===== src/rtl/speck_iter_core_if.sv =====
// speck_iter_core_if: job/result handshake bundle; master = upstream+downstream side, slave = core side
interface speck_iter_core_if #(
  parameter int WORD_W    = 16,
  parameter int KEY_WORDS = 4
);
  logic                        in_valid;
  logic                        in_ready;
  logic [WORD_W-1:0]           pt_x;
  logic [WORD_W-1:0]           pt_y;
  logic [KEY_WORDS*WORD_W-1:0] key_in;
  logic                        out_valid;
  logic                        out_ready;
  logic [WORD_W-1:0]           ct_x;
  logic [WORD_W-1:0]           ct_y;
  modport master (
    output in_valid, pt_x, pt_y, key_in, out_ready,
    input  in_ready, out_valid, ct_x, ct_y
  );
  modport slave (
    input  in_valid, pt_x, pt_y, key_in, out_ready,
    output in_ready, out_valid, ct_x, ct_y
  );
endinterface


===== src/rtl/speck_iter_core.sv =====
// speck_iter_core: iterative SPECK encryptor, one round per clk with on-the-fly key schedule; ports clk, rst_n (sync active-low), s (slave: in_valid/in_ready/pt_x/pt_y/key_in in, out_valid/out_ready/ct_x/ct_y out); SPECK_DEBUG_KEY_EN adds debug_key/debug_round
module speck_iter_core #(
  parameter int WORD_W    = 16,
  parameter int KEY_WORDS = 4,
  parameter int ROUNDS    = 22
) (
  input  logic                         clk,
  input  logic                         rst_n,
`ifdef SPECK_DEBUG_KEY_EN
  output logic [WORD_W-1:0]            debug_key,
  output logic [$clog2(ROUNDS+1)-1:0]  debug_round,
`endif
  speck_iter_core_if.slave             s
);
  localparam int A  = WORD_W == 16 ? 7 : 8;
  localparam int B  = WORD_W == 16 ? 2 : 3;
  localparam int CW = $clog2(ROUNDS + 1);
  localparam int LW = (KEY_WORDS - 1) * WORD_W;
  typedef enum logic [1:0] {IDLE, RUN, DONE} state_t;
  state_t            state;
  logic [WORD_W-1:0] x, y, k, x_n, y_n, k_n, l_new;
  logic [LW-1:0]     l, l_sh;
  logic [CW-1:0]     i;
  logic              last;
  function automatic logic [WORD_W-1:0] ror(input logic [WORD_W-1:0] v, input int r);
    return (v >> r) | (v << (WORD_W - r));
  endfunction
  always_comb begin
    x_n   = (ror(x, A) + y) ^ k;
    y_n   = ror(y, WORD_W - B) ^ x_n;
    l_new = (k + ror(l[WORD_W-1:0], A)) ^ WORD_W'(i);
    k_n   = ror(k, WORD_W - B) ^ l_new;
    l_sh  = LW'({l_new, l} >> WORD_W);
    last  = i == CW'(ROUNDS - 1);
  end
  // k/l/i freeze on the final round so k and i still show the last round's values in DONE
  always_ff @(posedge clk)
    if (!rst_n) begin
      state <= IDLE;
      x     <= '0;
      y     <= '0;
      k     <= '0;
      l     <= '0;
      i     <= '0;
    end else case (state)
      IDLE: if (s.in_valid) begin
        x     <= s.pt_x;
        y     <= s.pt_y;
        k     <= s.key_in[WORD_W-1:0];
        l     <= s.key_in[KEY_WORDS*WORD_W-1:WORD_W];
        i     <= '0;
        state <= RUN;
      end
      RUN: begin
        x <= x_n;
        y <= y_n;
        if (last) state <= DONE;
        else begin
          k <= k_n;
          l <= l_sh;
          i <= i + CW'(1);
        end
      end
      DONE: if (s.out_ready) state <= IDLE;
      default: state <= IDLE;
    endcase
  assign s.in_ready  = state == IDLE;
  assign s.out_valid = state == DONE;
  assign s.ct_x      = x;
  assign s.ct_y      = y;
`ifdef SPECK_DEBUG_KEY_EN
  assign debug_key   = state == IDLE ? '0 : k;
  assign debug_round = state == IDLE ? '0 : i;
`endif
endmodule


===== src/flat_wrapper.sv =====
// flat-port wrapper written by rule: the top's interface ports become plain ports
module speck_iter_core_flat 
#(
  parameter int WORD_W    = 16,
  parameter int KEY_WORDS = 4,
  parameter int ROUNDS    = 22
)
  (clk, rst_n, s_in_valid, s_pt_x, s_pt_y, s_key_in, s_out_ready, s_in_ready, s_out_valid, s_ct_x, s_ct_y);
  speck_iter_core_if #(.WORD_W(WORD_W), .KEY_WORDS(KEY_WORDS)) s_i ();
  input  logic clk;
  input  logic rst_n;
  input wire logic [$bits(s_i.in_valid)-1:0] s_in_valid;
  input wire logic [$bits(s_i.pt_x)-1:0] s_pt_x;
  input wire logic [$bits(s_i.pt_y)-1:0] s_pt_y;
  input wire logic [$bits(s_i.key_in)-1:0] s_key_in;
  input wire logic [$bits(s_i.out_ready)-1:0] s_out_ready;
  output wire logic [$bits(s_i.in_ready)-1:0] s_in_ready;
  output wire logic [$bits(s_i.out_valid)-1:0] s_out_valid;
  output wire logic [$bits(s_i.ct_x)-1:0] s_ct_x;
  output wire logic [$bits(s_i.ct_y)-1:0] s_ct_y;
  assign s_i.in_valid = s_in_valid;
  assign s_i.pt_x = s_pt_x;
  assign s_i.pt_y = s_pt_y;
  assign s_i.key_in = s_key_in;
  assign s_i.out_ready = s_out_ready;
  assign s_in_ready = s_i.in_ready;
  assign s_out_valid = s_i.out_valid;
  assign s_ct_x = s_i.ct_x;
  assign s_ct_y = s_i.ct_y;
  speck_iter_core #(.WORD_W(WORD_W), .KEY_WORDS(KEY_WORDS), .ROUNDS(ROUNDS)) u_core (.clk(clk), .rst_n(rst_n), .s(s_i));
endmodule

===== config.mk =====
export PLATFORM = sky130hd
export DESIGN_NAME = speck_iter_core_flat
export DESIGN_NICKNAME = d
export VERILOG_FILES = /design/src/rtl/speck_iter_core_if.sv /design/src/rtl/speck_iter_core.sv /design/src/flat_wrapper.sv
export SDC_FILE = /design/constraint.sdc
export NUM_CORES = 1
export LEC_CHECK = 0
export CORE_MARGIN = 1
export CORE_UTILIZATION = 47
export DETAILED_ROUTE_END_ITERATION = 8
export GPL_TIMING_DRIVEN = 0
export HOLD_SLACK_MARGIN = 0.03
export PLACE_DENSITY = 0.74
export REMOVE_ABC_BUFFERS = 1
export SKIP_LAST_GASP = 1
export SLEW_MARGIN = 20
export SYNTH_ARGS = -nofsm -noshare
export SYNTH_HDL_FRONTEND = slang
export SYNTH_SLANG_ARGS = --single-unit

===== constraint.sdc =====
create_clock -name clk -period 2.4 [get_ports clk]
set_input_delay 0.48 -clock clk [delete_from_list [all_inputs] [get_ports clk]]
set_output_delay 0.48 -clock clk [all_outputs]
set_load 0.1 [all_outputs]

**Yosys cells after proc, flatten, opt, wreduce, memory -nomap -nowiden**

Index checks and enable logic that the tools add are counted.

- Register bits: 103
- Logic and storage cells: 46
- Output and inout port bits: 34

- Bitwise operators: 8
- Equal/unequal tests: 7
- Reduce and logical (&&, ||, !) cells: 5
- $add $sub $neg: 3
- Muxes and demuxes: 17

Operator list:

| kind | number |
|---|---|
| $mux 48 | 2 |
| $pmux 16 s2 | 3 |
| $pmux 48 s2 | 1 |
| $mux 16 | 4 |
| $xor 16x16->16 | 3 |
| $add 16x16->16 | 2 |
| $or 2x16->16 | 2 |
| $or 9x16->16 | 2 |
| $xor 16x5->16 | 1 |
| $mux 5 | 2 |
| $pmux 5 s2 | 1 |
| $mux 2 | 3 |
| $ne 2x2->1 const B | 3 |
| $pmux 2 s3 | 1 |
| $reduce_and 3->1 | 2 |
| $add 5x1->5 const B | 1 |
| $eq 5x5->1 const B | 1 |
| $eq 2x1->1 const B | 1 |
| $eq 2x2->1 const B | 1 |
| $logic_not 2->1 | 1 |
| $ne 2x1->1 const B | 1 |
| $reduce_and 2->1 | 1 |
| $reduce_bool 2->1 | 1 |

**Logic depth before layout (Yosys ltp)**

- Depth in word-level cells: 6
- Depth in mapped cells: 11

**Worst setup path before layout**

OpenSTA, ideal clock, no wires.

- Path type: register to register
- Start point: register u_core.y[1], in the netlist u_core.s.ct_y[1]
- End point: register u_core.y[13], in the netlist u_core.s.ct_y[13]
- Arrival: 3.166 ns
- Buffers on the path: 0
- Setup time: 0.096 ns
- Period minus slack after synthesis: 3.262 ns
- Cell stages (with the launch flop): 10
- Slack: -0.862 ns
- Cells stage by stage: dfxtp_1 > ha_1 > a21o_1 > a21o_1 > a2111o_1 > a31o_2 > a31oi_4 > xnor2_1 > or4_1 > o311ai_1

- Longest elaborated chain between the ends: 4

Ends and longest elaborated chain:

| what | line | text |
|---|---|---|
| start: declaration | speck_iter_core.sv:21 | `logic [WORD_W-1:0] x, y, k, x_n, y_n, k_n, l_new;` |
| start signal: assignment | speck_iter_core.sv:48 | `y <= s.pt_y;` |
| start signal: assignment | speck_iter_core.sv:56 | `y <= y_n;` |
| $add 16x16->16 | speck_iter_core.sv:29 | `x_n = (ror(x, A) + y) ^ k;` |
| $xor 16x16->16 | speck_iter_core.sv:29 |  |
| $xor 16x16->16 | speck_iter_core.sv:30 | `y_n = ror(y, WORD_W - B) ^ x_n;` |
| $pmux 16 s2 | speck_iter_core.sv:45 | `end else case (state)` |

No other way between the ends.
A chain may end at the register's enable or synchronous reset.

**Final worst setup path**

Same ends and word-level chain as after synthesis.

==> impl_metrics.py <==
metrics = {
    "grt": {
        "grt_remaining_overflow": 0,
        "grt_first_pass_wirelength_mm": 30.28,
        "grt_start_max_net_pins": 88,
        "grt_antenna_before_repair": 0,
        "overall_fraction_of_global_route_tracks_in_use_pct": 27.27,
        "first_global_vias": 5923,
    },
    "status": {
        "violations": "negative setup slack",
        "outcome": "complete, but fails checks",
    },
    "cells_and_area": {
        "layout.nets": 1067,
        "finish.instance_area_mm2": 0.008768,
        "share_of_cells_above_drive_strength_1_pct": 13.43,
        "layout_common_cells": "128 x sky130_fd_sc_hd__nand2_1, 102 x sky130_fd_sc_hd__clkdlybuf4s50_1, 94 x sky130_fd_sc_hd__nor2_1",
        "layout.cells.most_common": "sky130_fd_sc_hd__nand2_1",
        "fillerInstances": 1105,
        "num_antenna_cells": 0,
        "postLayoutCoreUtil_pct": 66.48,
        "area_growth_syn_to_layout_pct": 38.17,
    },
    "place": {
        "globalplace.congestion": 0.8739,
        "detailed_place.area_mm2": 0.007873,
        "io_buffer_count": 133,
        "placement.setup.worst_slack_ps": -1070,
        "dp_hpwl_mm": 12.84,
    },
    "floorplan": {
        "num_rows": 42,
        "area_of_the_die_mm2": 0.01397,
        "die_h_um": 118.2,
        "die_x_um": 118.2,
        "coreArea_mm2": 0.01319,
        "starting_density_pct": 48.11,
        "io_pins": 134,
    },
    "detailed_routing": {
        "detailedRoute.firstPassIterationCount": 4,
        "routed-via-count": 6350,
        "routed_wire_length_per_instance_um": 17.03,
        "drcViolationCount": 0,
        "detailedRoute.firstIterationViolations": 532,
        "postRouteWirelength_mm": 18.97,
        "vias_per_cell": 5.700,
        "route.antenna.remaining_nets": 0,
    },
    "logic_synthesis": {
        "synth.yosys.seq_area_share_pct": 32.49,
        "yosys.area.top_type": "sky130_fd_sc_hd__dfxtp_1",
        "yosys_warnings": 0,
        "netlist_area_mm2": 0.006346,
        "synth_area_leaders": "sky130_fd_sc_hd__dfxtp_1 32%, sky130_fd_sc_hd__nand2_1 7.7%, sky130_fd_sc_hd__xnor2_1 6.5%",
        "syn_area_per_cell_um2": 7.883,
        "synth_top_flop_cell": "sky130_fd_sc_hd__dfxtp_1",
        "synth_top_area_share_pct": 32.49,
        "synth_seq_cells": 103,
        "synth_enable_flop_cells": 0,
        "syn_inst": 805,
        "async_s_r_ff_share_synth_pct": 0,
        "synth.lib_cells_used.distinct": 55,
    },
    "clock_tree": {
        "cts_tree": "done",
        "clockRootBuffer": "sky130_fd_sc_hd__clkbuf_16",
        "cts_hold_buffers": 0,
        "cts_h_tree_lvls": 3,
        "clock_path_buffers": 2,
        "worst_skew_pair.late_latency_ps": 350,
        "clk_pin_slew_worst_paths_ps": 70,
        "cts_inserted_buffers": 9,
        "cts.sink_count": 103,
    },
    "power_and_ir_drop": {
        "power_frac_comb_pct": 44.6,
        "power_density_mw_per_mm2": 743.4,
        "internal-power_w": 0.003873,
        "swShare_pct": 40.59,
        "seqPwrFrac_pct": 33.2,
        "power.static_leakage_nw": 3.673,
        "power.net_switching_w": 0.002646,
        "maximum_vdd_drop_mv": 0.3537,
        "share_clk_of_total_power_pct": 22.2,
        "p_total_w": 0.006518,
    },
    "timing": {
        "worst_slew_margin_rel_pct": 28.84,
        "setup_total_negative_slack_ps": -342.5,
        "final.period_utilization_pct": 104.9,
        "finalHoldViolCount": 0,
        "peak_freq_mhz": 397.1,
        "worst_clock_skew_ps": 7.911,
        "finalSetupViolCount": 6,
        "grt_setup_unrepaired": "true",
        "setup_ws_ps": -118.4,
        "min_period_ps": 2518,
        "report.final.slew_viol_count": 0,
        "transition_time_at_the_pin_with_the_least_slew_margin_ps": 1067,
    },
    "worst_hold_path": {
        "min-delay-path-class": "reg2reg",
        "min_to": "u_core.l[32]",
        "hold_depth": 2,
        "worstHoldStart": "u_core.l[32]",
    },
    "worst_setup_path": {
        "setup.reg_to_reg.worst_slack_ps": -120,
        "worst-r2r-cell-count": 9,
        "path_type_of_the_worst_setup_path": "reg2reg",
        "worst_ep_required_time_ps": 2650,
        "critical_path_capture_point_type": "register",
        "critical_path_arrival_ps": 2770,
        "worstSetupStartpointType": "register",
        "r2r_end": "u_core.s.ct_y[13]",
        "cp_max_fo": 3,
        "r2r-start": "u_core.s.ct_y[1]",
    },
    "job": {
        "timing.max_cap.violations": 0,
    },
}
[cell families (layout without fill, tap and decap cells)]
logic type	after synthesis	count (layout)	synth area share [%]
AND/OR/NAND/NOR	309	309	20.96
AO/OA/AOI/OAI	206	206	22.65
flip-flops	103	103	32.49
XOR/XNOR	80	80	12.15
buffers and inverters	68	201	4.022
adder cells (fa/ha/maj)	34	34	6.940
multiplexers	5	5	0.7887
[per-layer routing]
metal	GRT usage (%)	vias up	routed length, um
met4	9.936	0	386
li1	-	3130	-
met3	5.454	28	1108
met2	45.40	224	9162
met1	34.83	2968	8309
met5	0	-	0
[through the flow]
step | hold slack (ps) | cells
floorplan | 432.1 | 754
global placement | 439.4 | 1063
detailed placement | 446.5 | 1069
CTS | 456.3 | 1103
global route | 486.0 | 1114
finish | 454.1 | 1114
[repair_timing]
item | CTS | global route
pin swaps | 26 | 30
resized for setup | 81 | 40
cloned | 0 | 0
setup buffers | 18 | 11
endpoints found under the setup margin | 117 | 75
[sequential cells by signal (all words and copies together), names as in the netlist]
| signal | flops |
|---|---|
| u_core.l | 48 |
| u_core.i | 5 |
| u_core.k | 16 |
| u_core.s.ct_x | 16 |
| u_core.state | 2 |
| u_core.s.ct_y | 16 |
[cell type report]
cell class | count | area [um2] | share of cell area (%)
sequential | 103 | 2101 | 23.96
multi-input combinational | 634 | 4398 | 50.16
tap | 176 | 220.2 | 2.511
inverter | 17 | 78.83 | 0.8990
clock buffer | 12 | 256.5 | 2.925
timing repair buffer | 168 | 1684 | 19.21
clock inverter | 4 | 30.03 | 0.3425
[Yosys cell counts, types with 2 or more instances]
cell and n:
sky130_fd_sc_hd__a211oi_1 11, sky130_fd_sc_hd__a21o_1 9, sky130_fd_sc_hd__a21oi_1 53, sky130_fd_sc_hd__a221oi_1 6, sky130_fd_sc_hd__a22oi_1 13, sky130_fd_sc_hd__a311oi_1 41
sky130_fd_sc_hd__a31o_2 2, sky130_fd_sc_hd__a31oi_1 7, sky130_fd_sc_hd__and2_1 6, sky130_fd_sc_hd__and3_1 10, sky130_fd_sc_hd__clkbuf_1 50, sky130_fd_sc_hd__dfxtp_1 103
sky130_fd_sc_hd__fa_1 2, sky130_fd_sc_hd__ha_1 32, sky130_fd_sc_hd__inv_1 16, sky130_fd_sc_hd__mux2i_1 5, sky130_fd_sc_hd__nand2_1 130, sky130_fd_sc_hd__nand2b_1 4
sky130_fd_sc_hd__nand3_1 14, sky130_fd_sc_hd__nand4_1 5, sky130_fd_sc_hd__nor2_1 98, sky130_fd_sc_hd__nor2b_1 12, sky130_fd_sc_hd__nor3_1 17, sky130_fd_sc_hd__o2111ai_1 2
sky130_fd_sc_hd__o211a_1 2, sky130_fd_sc_hd__o211ai_1 7, sky130_fd_sc_hd__o21a_1 2, sky130_fd_sc_hd__o21ai_0 26, sky130_fd_sc_hd__o22ai_1 9, sky130_fd_sc_hd__o311ai_0 3
sky130_fd_sc_hd__or2_2 2, sky130_fd_sc_hd__or3_1 6, sky130_fd_sc_hd__or4_1 2, sky130_fd_sc_hd__xnor2_1 47, sky130_fd_sc_hd__xnor3_1 4, sky130_fd_sc_hd__xor2_1 28
[worst max-delay path: stages, from the launching register on]
cell and delay (ps):
sky130_fd_sc_hd__dfxtp_4 370, sky130_fd_sc_hd__ha_4 230, sky130_fd_sc_hd__a21o_1 150, sky130_fd_sc_hd__a21o_1 160, sky130_fd_sc_hd__a2111o_1 450, sky130_fd_sc_hd__a31o_4 270
sky130_fd_sc_hd__a31oi_4 210, sky130_fd_sc_hd__xnor2_2 90, sky130_fd_sc_hd__or4_1 400, sky130_fd_sc_hd__o311ai_1 100
[worst max-delay path by stage]
| stage | to | startpoint | depth (start not counted) | slack, ps |
|---|---|---|---|---|
| 5_1_grt | u_core.k[14] | u_core.k[0] | 11 | -170 |
| 3_3_place_gp | u_core.k[8] | u_core.state[0] | 5 | -6010 |
| 3_5_place_dp | u_core.k[8] | s_in_valid | 7 | -1070 |
| 6_report | u_core.s.ct_y[13] | u_core.s.ct_y[1] | 9 | -120 |
| 4_1_cts | u_core.s.ct_y[13] | u_core.s.ct_x[8] | 9 | -130 |
| 2_1_floorplan | u_core.k[8] | u_core.state[0] | 5 | -3210 |
[power groups by stage]
stage | sequential (W) | combinational [W] | clock (W)
after CTS | 0.00215 | 0.00273 | 0.00145
after global routing | 0.00219 | 0.00312 | 0.00152
after floorplan | 0.00264 | 0.00138 | 0
after detailed placement | 0.00217 | 0.00259 | 0
after global placement | 0.00217 | 0.00255 | 0
final | 0.00216 | 0.00291 | 0.00145
Power figures use the tool's default switching activity.
